[src/rtl/pc_fetch_ctrl.sv]
// Program-counter and fetch sequencer: IDLE/RUN/DONE run control, jump
// selection and a saturating RUN-cycle counter. All outputs are registered.
module pc_fetch_ctrl #(
    parameter int D  = 12,
    parameter int CW = 16
) (
    input  logic          clk,
    input  logic          reset_n,
    input  logic          start,
    input  logic [D-1:0]  start_addr,
    input  logic [D-1:0]  target,
    input  logic          reljump_en,
    input  logic          absjump_en,
    input  logic          stall,
    input  logic          halt,
    output logic [D-1:0]  prog_ctr,
    output logic          running,
    output logic          done,
    output logic [CW-1:0] cycle_count,
    output logic [1:0]    state_dbg
);

    typedef enum logic [1:0] {
        IDLE = 2'd0,
        RUN  = 2'd1,
        DONE = 2'd2
    } state_t;

    state_t        state_q, state_d;
    logic [D-1:0]  pc_q, pc_d;
    logic [CW-1:0] cnt_q, cnt_d;
    logic          running_q, running_d;
    logic          done_q, done_d;

    // Control inputs are read only in the RUN arm, so X on them while
    // idle or done can never reach the registers.
    always_comb begin
        state_d = state_q;
        pc_d    = pc_q;
        cnt_d   = cnt_q;
        case (state_q)
            IDLE, DONE: begin
                if (start) begin
                    state_d = RUN;
                    pc_d    = start_addr;
                    cnt_d   = '0;
                end
            end
            RUN: begin
                cnt_d = (cnt_q == {CW{1'b1}}) ? cnt_q : cnt_q + {{(CW-1){1'b0}}, 1'b1};
                if (halt) begin
                    state_d = DONE;
                end else if (stall) begin
                    pc_d = pc_q;
                end else if (absjump_en) begin
                    pc_d = target;
                end else if (reljump_en) begin
                    pc_d = pc_q + target;
                end else begin
                    pc_d = pc_q + {{(D-1){1'b0}}, 1'b1};
                end
            end
            default: begin
                state_d = IDLE;
            end
        endcase
        running_d = (state_d == RUN);
        done_d    = (state_d == DONE);
    end

    always_ff @(posedge clk or negedge reset_n) begin
        if (!reset_n) begin
            state_q   <= IDLE;
            pc_q      <= '0;
            cnt_q     <= '0;
            running_q <= 1'b0;
            done_q    <= 1'b0;
        end else begin
            state_q   <= state_d;
            pc_q      <= pc_d;
            cnt_q     <= cnt_d;
            running_q <= running_d;
            done_q    <= done_d;
        end
    end

    assign prog_ctr    = pc_q;
    assign running     = running_q;
    assign done        = done_q;
    assign cycle_count = cnt_q;
    assign state_dbg   = state_q;

endmodule

[config.mk]
export PLATFORM = sky130hd
export DESIGN_NAME = pc_fetch_ctrl
export DESIGN_NICKNAME = d
export VERILOG_FILES = /design/src/rtl/pc_fetch_ctrl.sv
export SDC_FILE = /design/constraint.sdc
export NUM_CORES = 1
export LEC_CHECK = 0
export CAP_MARGIN = 20
export CORE_MARGIN = 3
export CORE_UTILIZATION = 52
export CTS_CLUSTER_SIZE = 10
export DETAILED_ROUTE_END_ITERATION = 8
export PLACE_DENSITY = 0.86
export SYNTH_ARGS = -nofsm -noshare
export SYNTH_HDL_FRONTEND = slang
export SYNTH_SLANG_ARGS = --single-unit
export TNS_END_PERCENT = 5
[constraint.sdc]
create_clock -name clk -period 4.42 [get_ports clk]
set_clock_uncertainty 0.05 [all_clocks]
set_input_delay 0.884 -clock clk [delete_from_list [all_inputs] [get_ports clk]]
set_output_delay 0.884 -clock clk [all_outputs]
set_load 0.01 [all_outputs]
==> results.md, run 1 <==
* Total GRT Usage at around a quarter
* RSZ-0062 raised after global routing: no
* H-tree Lvls at 2
* Post-CTS setup buffer count at 0
* Layout area overhead at 33.5%
* Root buf cell: clkbuf_8
* Area occupied by registers at about 800 µm²
* FFs w/ async S/R, synth at 100%
* DR vias/cell at 6.14
* Mapped Nets at 300
* Cts bufs inserted at 5
* IO Port Bufs at 62
* Startpoint types: input port
* Final worst slack at around 1.1 ns
* Max-Cap Viols at 0
* CP Max Fanout at 12
* Mapped Area at 0.00227 mm²
* Number of synthesized flops with an enable pin at 0
* Place WS at around 0.85 ns
* Worst Hold Class: register to register
* Relative slew slack at ~46%
* Setup TNS at 0 ns
* Fin crit share at 75.7%
* Crit path time final at 3.35 ns
* First-pass GRT wire length at approximately 10000 µm
* Area of the multi-input gates at between 0.001 and 0.0015 mm²
* Antenna Nets Post-Route at 0
* WP data required at between 4 and 5 ns
* Largest net degree at the start of global routing at 33
* Clk buf depth at 2
* Ant. Diodes at 0
* Mapped Cells at approximately 260
* Most used DFF post-synth: dfrtp_1
* Worst skew pair latency at 0.29 ns
* GP Congestion at 0.954
* Placed instance count at 361
* Final Setup Violations at 0
* Non-filler cells, final at 369
* Cts hold-fix bufs at 0
* Die Wd at 72.0 µm
* CP arrival at 3.44 ns
* Num rows at 23
* Initial DRT Pass Iterations at 5
* #FFs+latches synth at 32
* Share of the synthesized area in the top cell type at 35.3%
* Post-DP HPWL at about 4500 µm
* Vias in the first global route at 2167
* Final Hold Fails at 0
* Core Area at roughly 0.004 mm²
* Post-synth top area cell: dfrtp_1
* Synth Area per Inst at 8.86 µm²
* Fill cells at about 320
* Vias at 2265
* F_max at 299 MHz
* Starting Density at a little under three fifths
* Share of layout cells above drive strength 1 at roughly 5.0%
* PwrDens at 444 mW/mm²
* Finished Core Util at 73.5%
* Initial DRC Count at 155
* Sequential area share after synthesis at about a third
* Post-CTS sizing at 0
* Synth warnings at 0
* Setup CP Type: input port to register
* VDD IR max at 0.283 mV
* Post-DR wirelength/cell at 17.1 µm
* # DRC at 0
* Top cells by count, synth: dfrtp_1, o21ai_0, nand2_1
* Clock sink count at 32
* Count leader, synth: dfrtp_1
* Lkg Pwr at 1.29 nW
* Worst Tran Pin Value at between 0.8 and 0.9 ns
* Die H at between 70 and 80 µm
* Io pins at 63
* Worst-path clk slew at 0.07 ns
* Net count, final at 362
* CP endpoint kind: register
* Synth area leaders: dfrtp_1, ha_1, o21ai_0, xor2_1, a21oi_1
* FF-to-FF setup slack at between 2 and 2.5 ns
* Remaining Overflow, GRT at 0
* Status: finished clean
* Max Slew Vio Count at 0
* DIE AREA at 0.00519 mm²
* Antenna violations before repair at 0
* TritonCTS clock tree: done
* Synth cell types at 51
* Drt total wl at 6300 µm
placed cells by master, fill, tap and decap left out, types with 2 or more instances in the layout:
cell,instances
a211o_1,2
a211oi_1,3
a21o_1,5
a21oi_1,16
a31oi_1,5
a32o_1,3
and2_1,12
and3_1,7
and4_1,2
buf_4,3
clkbuf_8,5
clkdlybuf4s50_1,62
dfrtp_1,32
ha_1,12
inv_1,5
mux2i_1,3
nand2_1,20
nand2b_1,6
nand3_1,8
nand4_1,3
nor2_1,18
nor2b_1,4
nor3_1,3
nor3b_1,3
nor4_1,2
o211ai_1,5
o21a_1,2
o21ai_0,23
o221ai_1,3
o31ai_1,4
or3_1,5
xnor2_1,2
xor2_1,11
metal layers:
| metal | vias up | part of all wire, % | global-route usage, % |
|---|---|---|---|
| met5 | - | 0 | 0 |
| met4 | 0 | 0.87 | 9.60 |
| met3 | 5 | 8.1 | 5.12 |
| met2 | 97 | 49 | 39.5 |
| met1 | 1086 | 42 | 33.5 |
| li1 | 1077 | - | - |
state kept, by name, summed over array words and instances (netlist names):
signal and flops:
done 1, cycle_count 16, running 1, state_dbg 2
prog_ctr 12
stage by stage:
stage	hold slack, ns	power [mW]	cell area (µm²)
after floorplan	0.489	0.795	2270
after global placement	0.453	1.03	2920
after detailed placement	0.458	1.04	2920
after CTS	0.473	1.34	3030
after global routing	0.504	1.42	3030
final	0.471	1.34	3030
final cells by class:
| class | count | area share [%] |
|---|---|---|
| Multi-Input combinational cell | 209 | 45.9 |
| Sequential cell | 32 | 26.5 |
| Timing Repair Buffer | 65 | 21.2 |
| Clock buffer | 5 | 2.27 |
| Tap cell | 50 | 2.07 |
| Clock inverter | 3 | 1.41 |
| Inverter | 5 | 0.620 |
cell families (layout without fill, tap and decap cells):
group	Yosys count	in the layout	synth area share, %
buffers and inverters	15	78	3.37
adders and majority gates	13	13	7.51
xor gates and xnor gates	13	13	5.02
and+or+nand+nor	100	100	24.2
DFF	32	32	35.3
AOI/OAI and AO/OA	80	80	23.2
muxes	3	3	1.32
worst paths after layout:
kind / from / end / cells past startpoint
max: reljump_en / prog_ctr[6] / 11
min: prog_ctr[4] / prog_ctr[4] / 2
max reg2reg: prog_ctr[0] / prog_ctr[6] / 9
min reg2reg: prog_ctr[4] / prog_ctr[4] / 2
max in group asynchronous: reset_n / prog_ctr[0] / 2
min in group asynchronous: reset_n / cycle_count[7] / 2
worst max-delay path, cell delays in order:
cell and delay [ns]:
clkdlybuf4s50_1 0.77, nand2b_1 0.11, ha_1 0.23, inv_1 0.09, fa_1 0.20, nor2b_1 0.08
o31a_1 0.25, or2_2 0.30, a21oi_1 0.27, xor2_1 0.17, a21oi_1 0.08
report_power, final:
part           leakage [nW]  switching [mW]  internal, mW  total [mW]
registers             0.412          0.0654         0.355       0.421
logic                 0.826           0.325         0.310       0.635
clock network        0.0541           0.121         0.167       0.288
total                  1.29           0.511         0.832        1.34
No activity file was read; power rests on OpenSTA's default activity.
==> run 2: changes to the inputs <==
--- a/config.mk
+++ b/config.mk
@@ -7,10 +7,10 @@
 export LEC_CHECK = 0
 export CAP_MARGIN = 20
 export CORE_MARGIN = 3
-export CORE_UTILIZATION = 52
+export CORE_UTILIZATION = 44
 export CTS_CLUSTER_SIZE = 10
 export DETAILED_ROUTE_END_ITERATION = 8
-export PLACE_DENSITY = 0.86
+export PLACE_DENSITY = 0.77
 export SYNTH_ARGS = -nofsm -noshare
 export SYNTH_HDL_FRONTEND = slang
 export SYNTH_SLANG_ARGS = --single-unit
==> constraint.sdc (replaced) <==
create_clock -name clk -period 2.9 [get_ports clk]
set_clock_uncertainty 0.05 [all_clocks]
set_input_delay 0.58 -clock clk [delete_from_list [all_inputs] [get_ports clk]]
set_output_delay 0.58 -clock clk [all_outputs]
set_load 0.01 [all_outputs]
==> run 2 against run 1 <==
Effect of this change:
- cell area up 4.7%
- routed wire length down 5.3%
- clock power up 49%
- non-clock buffer count up 16
- critical path type unchanged
- critical endpoint is now prog_ctr[10]
- largest cell class unchanged
==> results.md, run 2 (synthesized netlist as in run 1, its figures left out) <==
* Fin crit share at 92.6%
* CP endpoint kind: register
* Reg2reg end: prog_ctr[8]
* Drt total wl at 5960 µm
* Slowest-stage cell, CP: clkdlybuf4s50_1
* Part of the power in combinational logic at 49.3%
* Starting Density at 46.8%
* Initial DRT Pass Iterations at 4
* Seq pwr share at 30.3%
* Delay-heaviest family, CP: buffers and inverters
* Cts hold-fix bufs at 0
* PwrDens at ~660 mW/mm²
* Status: finished clean
* Bufs and invs on worst path at 2
* Largest net degree at the start of global routing at 33
* Vias in the first global route at between 2000 and 2500
* RR Startpoint: prog_ctr[0]
* Max-Cap Viols at 0
* DIE AREA at 0.00605 mm²
* Startpoint types: input port
* Worst path cell trace: clkdlybuf4s50_1 -> buf_4 -> and2_1 -> ha_1 -> a21o_1 -> a311o_1 -> or4_1 -> o21ai_0 -> nor2_1
* TritonCTS clock tree: done
* GP Congestion at ~0.94
* Clk buf depth at 2
* Worst hold margin at 0.481 ns
* Total GRT Usage at 20.7%
* Net count, final at 378
* Post-CTS setup buffer count at 0
* Finished Core Util at 65.3%
* Setup TNS at 0 ns
* Layout area overhead at 39.7%
* Share of layout cells above drive strength 1 at 9.55%
* Max Slew Vio Count at 0
* Vias at 2249
* RSZ-0062 raised after global routing: no
* H-tree Lvls at 2
* Root buf cell: clkbuf_8
* Post-DR wirelength/cell at 14.8 µm
* Worst-path clk slew at 0.07 ns
* Post-CTS sizing at 0
* Initial DRC Count at 169
* Final Hold Fails at 0
* Max FFs per register at 16
* Worst Hold Class: register to register
* CP arrival at 2.81 ns
* Final Setup Violations at 0
* Most common cell after layout, fill and taps aside: clkdlybuf4s50_1
* Antenna violations before repair at 0
* IO Port Bufs at 62
* Num rows at 25
* Clk pwr share at 20.4%
* Lkg Pwr at 1.37 nW
* Worst path max stage delay at 0.48 ns
* Switching Share at 36.5%
* FF-to-FF setup slack at 0.73 ns
* Core Area at 0.00485 mm²
* CP Depth at 9
* Commonest non-fill, non-tap cells in the layout: clkdlybuf4s50_1, dfrtp_1, o21ai_0
* CP Max Fanout at 8
* F_max at approximately 370 MHz
* Io pins at between 60 and 70
* Antenna Nets Post-Route at 0
* Worst skew pair latency at 0.29 ns
* Die H at 77.8 µm
* Critical path endpoint: prog_ctr[10]
* First-pass GRT wire length at between 10000 and 15000 µm
* Relative slew slack at just under 70%
* # DRC at 0
* Remaining Overflow, GRT at 0
* Placed instance count at roughly 390
* Clock sink count at 32
* Crit path time final at 2.68 ns
* Setup CP Type: input port to register
* Worst Tran Pin Value at 0.482 ns
* WP data required at 3.02 ns
* Switch Pwr at 0.767 mW
* Post-DP HPWL at 4530 µm
* Non-filler cells, final at 402
* DR vias/cell at about 5.6
* Ant. Diodes at 0
* Die Wd at 77.8 µm
* Cts bufs inserted at 5
* Worst Setup SP: reljump_en
* VDD IR max at 0.332 mV
* Worst reg2reg path depth at 9
* Power Internal at 1.33 mW
run 2: changes by cell type in the layout (fill, tap and decap cells not counted):
cell / change
buf_4: +16
run 2: how the worst min path moves through the flow:
stage	endpoint	start	slack (ns)	cells past startpoint
after floorplan	cycle_count[0]	reset_n	0.23	0
final	prog_ctr[5]	prog_ctr[5]	0.48	1
after global routing	prog_ctr[5]	prog_ctr[5]	0.50	1
after CTS	prog_ctr[5]	prog_ctr[5]	0.49	1
after detailed placement	prog_ctr[5]	prog_ctr[5]	0.46	1
after global placement	prog_ctr[4]	prog_ctr[4]	0.45	2
run 2: final cells by class:
class	instances	area, µm²
Fill cell	411	1680
Multi-Input combinational cell	209	1390
Sequential cell	32	801
Timing Repair Buffer	81	763
Tap cell	67	83.8
Clock buffer	5	68.8
Clock inverter	3	42.5
Inverter	5	18.8
run 2: worst register-to-register path, stage by stage, from the launching register on:
cell,delay (ns)
dfrtp_1,0.40
ha_1,0.22
inv_1,0.07
fa_1,0.18
nor2b_1,0.07
o31a_1,0.25
or2_2,0.30
a22o_1,0.21
nor4_1,0.20
a311oi_1,0.09
run 2: through the flow:
stage / power (mW) / setup WS [ns] / instance area, µm²
2_1_floorplan: 1.21 / 0.422 / 2270
3_3_place_gp: 1.65 / 0.0111 / 3060
3_5_place_dp: 1.67 / -0.0594 / 3060
4_1_cts: 2.11 / 0.247 / 3170
5_1_grt: 2.24 / 0.113 / 3170
6_report: 2.10 / 0.216 / 3170
run 2: layer usage:
| metal | track usage, % | routed length, µm |
|---|---|---|
| met4 | 5.34 | 53 |
| met1 | 27.5 | 2840 |
| met5 | 0 | 0 |
| met2 | 33.8 | 2720 |
| met3 | 4.87 | 353 |
run 2: power groups by stage:
stage,clock network (mW),logic [mW],registers (mW)
2_1_floorplan,0,0.538,0.674
3_3_place_gp,0,1.01,0.645
3_5_place_dp,0,1.02,0.646
4_1_cts,0.438,1.04,0.638
5_1_grt,0.450,1.14,0.655
6_report,0.429,1.04,0.637
==> run 3: changes to the inputs <==
--- a/config.mk
+++ b/config.mk
@@ -5,6 +5,7 @@
 export SDC_FILE = /design/constraint.sdc
 export NUM_CORES = 1
 export LEC_CHECK = 0
+export ABC_AREA = 0
 export CAP_MARGIN = 20
 export CORE_MARGIN = 3
 export CORE_UTILIZATION = 44
==> results of run 3 <==
Same layout as run 2: the final DEF is identical, and so are final timing and power.
